[config.mk]
export PLATFORM = sky130hd
export DESIGN_NAME = if_prefetch_stage
export DESIGN_NICKNAME = d
export VERILOG_FILES = /design/src/rtl/if_prefetch_stage.sv
export SDC_FILE = /design/constraint.sdc
export NUM_CORES = 1
export LEC_CHECK = 0
export ABC_CLOCK_PERIOD_IN_PS = 6950
export BUFFER_PORTS_ARGS = -buffer_cell sky130_fd_sc_hd__buf_2
export CELL_PAD_IN_SITES_DETAIL_PLACEMENT = 0
export CELL_PAD_IN_SITES_GLOBAL_PLACEMENT = 1
export CORE_ASPECT_RATIO = 0.8
export CORE_MARGIN = 10
export CORE_UTILIZATION = 48
export CTS_BUF_LIST = sky130_fd_sc_hd__clkbuf_8
export DETAILED_ROUTE_END_ITERATION = 8
export MAX_ROUTING_LAYER = met4
export PLACE_DENSITY = 0.86
export SLEW_MARGIN = 20
export SYNTH_ARGS = -nofsm -noshare
export SYNTH_HDL_FRONTEND = slang
export SYNTH_SLANG_ARGS = --single-unit
[constraint.sdc]
create_clock -name clk -period 6.95 [get_ports clk]
set_clock_uncertainty 0.15 [all_clocks]
set_input_delay 1.39 -clock clk [delete_from_list [all_inputs] [get_ports clk]]
set_output_delay 1.39 -clock clk [all_outputs]
set_load 0.03 [all_outputs]
[src/rtl/if_prefetch_stage.sv]
// Instruction-fetch stage with a small prefetch queue in front of decode.
// Issues in-order requests to a variable-latency instruction memory, pairs each response
// with its own fetch address, and drops stale responses after a branch redirect.
// Optional feature: define IF_BYPASS_EN to forward a response straight to the outputs
// when the queue is empty (saves one cycle of fetch latency).
module if_prefetch_stage #(
    parameter int unsigned DEPTH    = 4,
    parameter logic [31:0] PC_RESET = 32'h0
) (
    input  logic        clk,
    input  logic        rst,
    input  logic        freeze,
    input  logic        branch_taken,
    input  logic [31:0] branch_address,
    output logic        imem_req,
    output logic [31:0] imem_addr,
    input  logic        imem_ready,
    input  logic        imem_rvalid,
    input  logic [31:0] imem_rdata,
    output logic [31:0] pc_out,
    output logic [31:0] instruction,
    output logic        valid_out
);

    localparam int unsigned AW = (DEPTH > 1) ? $clog2(DEPTH) : 1;
    localparam int unsigned CW = AW + 1;
    localparam logic [CW:0] DEPTH_OCC = (CW + 1)'(DEPTH);

    logic [31:0]   fetch_pc_q, fetch_pc_d;
    logic [CW-1:0] count_q, count_d;
    logic [CW-1:0] inflight_q, inflight_d;
    logic [CW-1:0] discard_q, discard_d;
    logic [AW-1:0] q_head_q, q_head_d, q_tail_q, q_tail_d;
    logic [AW-1:0] tag_head_q, tag_head_d, tag_tail_q, tag_tail_d;

    logic [31:0] q_addr_q [DEPTH];
    logic [31:0] q_word_q [DEPTH];
    // Address+4 of each outstanding request, in issue order
    logic [31:0] tag_q [DEPTH];

    logic [CW:0] occupancy;
    logic        accept, keep, bypass, push, pop;
    logic [31:0] rsp_tag;

    // Next-state, request admission and output selection
    always_comb begin
        occupancy = {1'b0, count_q} + {1'b0, inflight_q};
        // Admission counts in-flight requests so a later push can never overflow the queue
        imem_req  = !rst && !branch_taken && (occupancy < DEPTH_OCC);
        imem_addr = fetch_pc_q;
        accept    = imem_req && imem_ready;
        rsp_tag   = tag_q[tag_head_q];
        keep      = imem_rvalid && (discard_q == '0) && !branch_taken;
`ifdef IF_BYPASS_EN
        bypass    = keep && (count_q == '0);
`else
        bypass    = 1'b0;
`endif
        // A bypassed word is consumed directly unless decode is frozen
        push      = keep && !(bypass && !freeze);
        pop       = (count_q != '0) && !freeze && !branch_taken;

        fetch_pc_d = fetch_pc_q;
        count_d    = count_q + CW'(push) - CW'(pop);
        q_head_d   = q_head_q + AW'(pop);
        q_tail_d   = q_tail_q + AW'(push);
        inflight_d = inflight_q + CW'(accept) - CW'(imem_rvalid);
        tag_head_d = tag_head_q + AW'(imem_rvalid);
        tag_tail_d = tag_tail_q + AW'(accept);
        discard_d  = discard_q;
        if (imem_rvalid && (discard_q != '0)) begin
            discard_d = discard_q - 1'b1;
        end
        if (accept) begin
            fetch_pc_d = fetch_pc_q + 32'd4;
        end

        // Redirect wins over everything: every request outstanding after this edge is stale
        if (branch_taken) begin
            fetch_pc_d = branch_address;
            count_d    = '0;
            q_head_d   = '0;
            q_tail_d   = '0;
            discard_d  = inflight_q - CW'(imem_rvalid);
        end

        valid_out   = 1'b0;
        pc_out      = 32'h0;
        instruction = 32'h0;
        if (bypass) begin
            valid_out   = 1'b1;
            pc_out      = rsp_tag;
            instruction = imem_rdata;
        end else if (count_q != '0) begin
            valid_out   = 1'b1;
            pc_out      = q_addr_q[q_head_q];
            instruction = q_word_q[q_head_q];
        end
    end

    // Control state with asynchronous reset
    always_ff @(posedge clk or posedge rst) begin
        if (rst) begin
            fetch_pc_q <= PC_RESET;
            count_q    <= '0;
            inflight_q <= '0;
            discard_q  <= '0;
            q_head_q   <= '0;
            q_tail_q   <= '0;
            tag_head_q <= '0;
            tag_tail_q <= '0;
        end else begin
            fetch_pc_q <= fetch_pc_d;
            count_q    <= count_d;
            inflight_q <= inflight_d;
            discard_q  <= discard_d;
            q_head_q   <= q_head_d;
            q_tail_q   <= q_tail_d;
            tag_head_q <= tag_head_d;
            tag_tail_q <= tag_tail_d;
        end
    end

    // Queue and tag storage; contents are qualified by the pointers, so no reset needed
    always_ff @(posedge clk) begin
        if (push) begin
            q_addr_q[q_tail_q] <= rsp_tag;
            q_word_q[q_tail_q] <= imem_rdata;
        end
        if (accept) begin
            tag_q[tag_tail_q] <= fetch_pc_q + 32'd4;
        end
    end

    // A response with nothing outstanding is a memory protocol violation
    a_rvalid_has_request: assert property (
        @(posedge clk) disable iff (rst) imem_rvalid |-> (inflight_q != '0));

endmodule

==> results.txt <==
LEAKAGE: 7.15 nW
Global-route track usage on met3: 4.28%
Peak supply drop: 183 uV
Die outline area: 44,400 um^2
Post-synth top area cell: edfxtp_1
Starting Density: 48.6%
Worst r2r src: count_q[1]
Top Ports: 168
Final worst-path cycle share: 67.7%
Slew @ Worst Pin: 1060 ps
RSZ-0062 raised after global routing: false
CP Capture Type: primary output
Slew headroom: 29.5%
CP max FO: 45
Final Core Density: 56.0%
Reg2reg setup slack: 3510 ps
Slowest-stage cell, CP: dfrtp_4
Ys async rst share: 11.3%
Hpwl dp: 24.1 mm
CTS tree: built
Slowest cell delay on critical path: 1030 ps
CTS Sinks: 433
Outcome: finished, final reports clean
Final cell count without fillers: 1,660
Synth unique cells: 49
Number of synthesized flops with an enable pin: 384
GR Layer Usage met2: 24.4%
Initial antenna violation count: 4
F_max: 0.213 GHz
Placer Congestion: 0.798
Post-CTS sizing: 0
CP Launch Type: flop
Syn_nets: 1,010
Nets: 1,211
First-pass GRT wire length: 57.8 mm
Cell Pwr Density: 344 nW/um^2
CORE AREA: 35,800 um^2
Most used routing layer: met1
Startpoint of the worst hold path: inflight_q[0]
CTS root buffer: clkbuf_8
Mapped Avg Cell Area: 18.9 um^2
Hold slack: 409 ps
Setup Buffers After CTS: 0
Hold crit path type: flop to flop
Clk buf depth: 3
Placed Cells: 1,534
Dpl ws: 2610 ps
DRC viols: 0
Req. time, crit path: 5410 ps
Die Y: 190 um
Synth-to-layout area growth: 15.0%
Port bufs: 167
Remaining antenna violation count: 0
Clock transition at path regs: 60 ps
Seq cells post-synth: 433
Vias in the first global route: 9,461
Clk Latency, worst-skew pair: 590 ps
Worst r2r path cells: 7
Largest net degree at the start of global routing: 65
Die width: 233 um
Global-route met1 utilization: 25.3%
Top FF cell, synth: edfxtp_1
WL final: 37.7 mm
Initial detailed-routing violation count: 927
Register area share after synthesis: 73.2%
Synthesized area: 17,400 um^2
Setup_tns: 0 ps
Final Hold Viols: 0
R2R Path End: tag_q[2][23]
WHS Path Cells: 1
Hold buffers post-CTS: 0
Inserted Clock Buffers: 68
Final setup viols: 0
Critical path arrival: 3160 ps
Hold worst-path end: inflight_q[0]
Ys Warns: 0
Critical path class: flop to primary output
Post-synth top area share: 66.1%
Total congestion overflow: 0
Max Cap Violations: 0
GRT Overall Usage: 17.5%
Mapped Cells: 923
Share of layout cells above drive strength 1: 32.6%
Area contributors post-synth: edfxtp_1, mux4_2, dfrtp_1, and2_1, xnor2_1
Htree depth: 3
Via count: 9,266
Post-route minimum period: 4700 ps
Max-slew violations: 0
Drt pass-1 iters: 5
Via/cell ratio: 5.58
Setup WS post-layout: 2250 ps
Num rows: 62
Worst path cell trace: buf_4 -> mux4_2 -> and2_1 -> buf_2
DR WL/cell: 22.7 um
per-layer routing:
layer | up-vias | routed length, um | part of all wire (%)
met5 | - | 0 | 0
li1 | 4091 | - | -
met1 | 4720 | 17200 | 46
met2 | 400 | 17000 | 45
met3 | 55 | 2950 | 7.8
met4 | 0 | 567 | 1.5
critical path: cells and delay by family, from the launching register on:
family                 cells  cell delay [ps]
multiplexers               1              640
AND/OR/NAND/NOR            1              190
buffers and inverters      2              690
flip-flops                 1             1030
cell families after synthesis:
| logic type | synth area share (%) |
|---|---|
| flops | 73.2 |
| simple gates | 6.62 |
| mux | 12.8 |
| buf+inv | 1.60 |
| compound gates | 2.53 |
| xor+xnor | 1.96 |
| fa+ha+maj | 1.31 |
area by class of cell:
class	instances	area, um^2
multi-input combinational	423	4450
clock inverter	56	297
tap	480	601
inverter	16	60.1
timing repair buffer	182	948
fill	2728	15800
antenna	2	5.00
sequential	433	12800
clock buffer	68	936
how the worst max path moves through the flow:
| stage | depth (start not counted) | start | slack (ps) | end |
|---|---|---|---|---|
| floorplan | 4 | branch_taken | 1560 | q_addr_q[2][0] |
| global placement | 7 | rst | 2710 | tag_q[2][4] |
| detailed placement | 5 | branch_taken | 2610 | q_word_q[1][24] |
| CTS | 4 | q_head_q[0] | 2100 | pc_out[25] |
| global route | 4 | q_head_q[0] | 1980 | pc_out[25] |
| finish | 4 | q_head_q[0] | 2250 | pc_out[25] |
power breakdown:
part	switching, mW	internal, mW
Sequential	0.152	3.14
Combinational	1.06	0.609
Clock	0.971	0.968
metrics by stage:
stage	power [mW]	instance area, um^2
finish	6.90	20100
global route	7.21	20100
CTS	6.98	20100
detailed placement	5.05	18800
global placement	5.01	18800
floorplan	4.49	17400
Yosys cell counts (5+ instances only):
| cell type | count |
|---|---|
| edfxtp_1 | 384 |
| mux4_2 | 96 |
| and2_1 | 68 |
| dfrtp_1 | 49 |
| nand2_1 | 33 |
| xnor2_1 | 27 |
| clkbuf_1 | 24 |
| buf_2 | 22 |
| nand3_1 | 22 |
| nor2_1 | 21 |
| o21ai_0 | 21 |
| inv_1 | 16 |
| ha_1 | 15 |
| xor2_1 | 12 |
| a221o_1 | 9 |
| nand4_1 | 8 |
| nor3_1 | 8 |
| a22oi_1 | 7 |
| a31oi_1 | 7 |
| and3_1 | 7 |
| nor3b_1 | 7 |
| a21oi_1 | 5 |
| buf_1 | 5 |
| mux2i_1 | 5 |
| nand2b_1 | 5 |
registers in the layout (all words and copies together), names as in the netlist:
name        count
q_tail_q        2
tag_tail_q      2
discard_q       3
tag_q         128
inflight_q      3
q_head_q        2
count_q         3
q_addr_q      128
tag_head_q      2
imem_addr      32
q_word_q      128
cell usage in the layout (no fill, tap or decap), types with 3 or more instances in the layout:
cell type and n:
edfxtp_1 384, buf_2 167, mux4_2 96, and2_1 68, clkbuf_8 68, inv_1 47
dfrtp_1 46, nand2_1 33, xnor2_1 27, nand3_1 22, o21ai_0 21, nor2_1 19
ha_1 15, buf_4 15, xor2_1 12, a221o_1 9, nand4_1 8, clkinv_2 8
nor3_1 7, a31oi_1 7, a22oi_1 7, clkinv_1 7, and3_1 6, nand2b_1 5
mux2i_1 5, a21oi_1 5, nor3b_1 5, nor2_4 3, o211ai_1 3, a32oi_1 3
nor2b_1 3, o311ai_0 3
No activity file was read; power rests on OpenSTA's default activity.
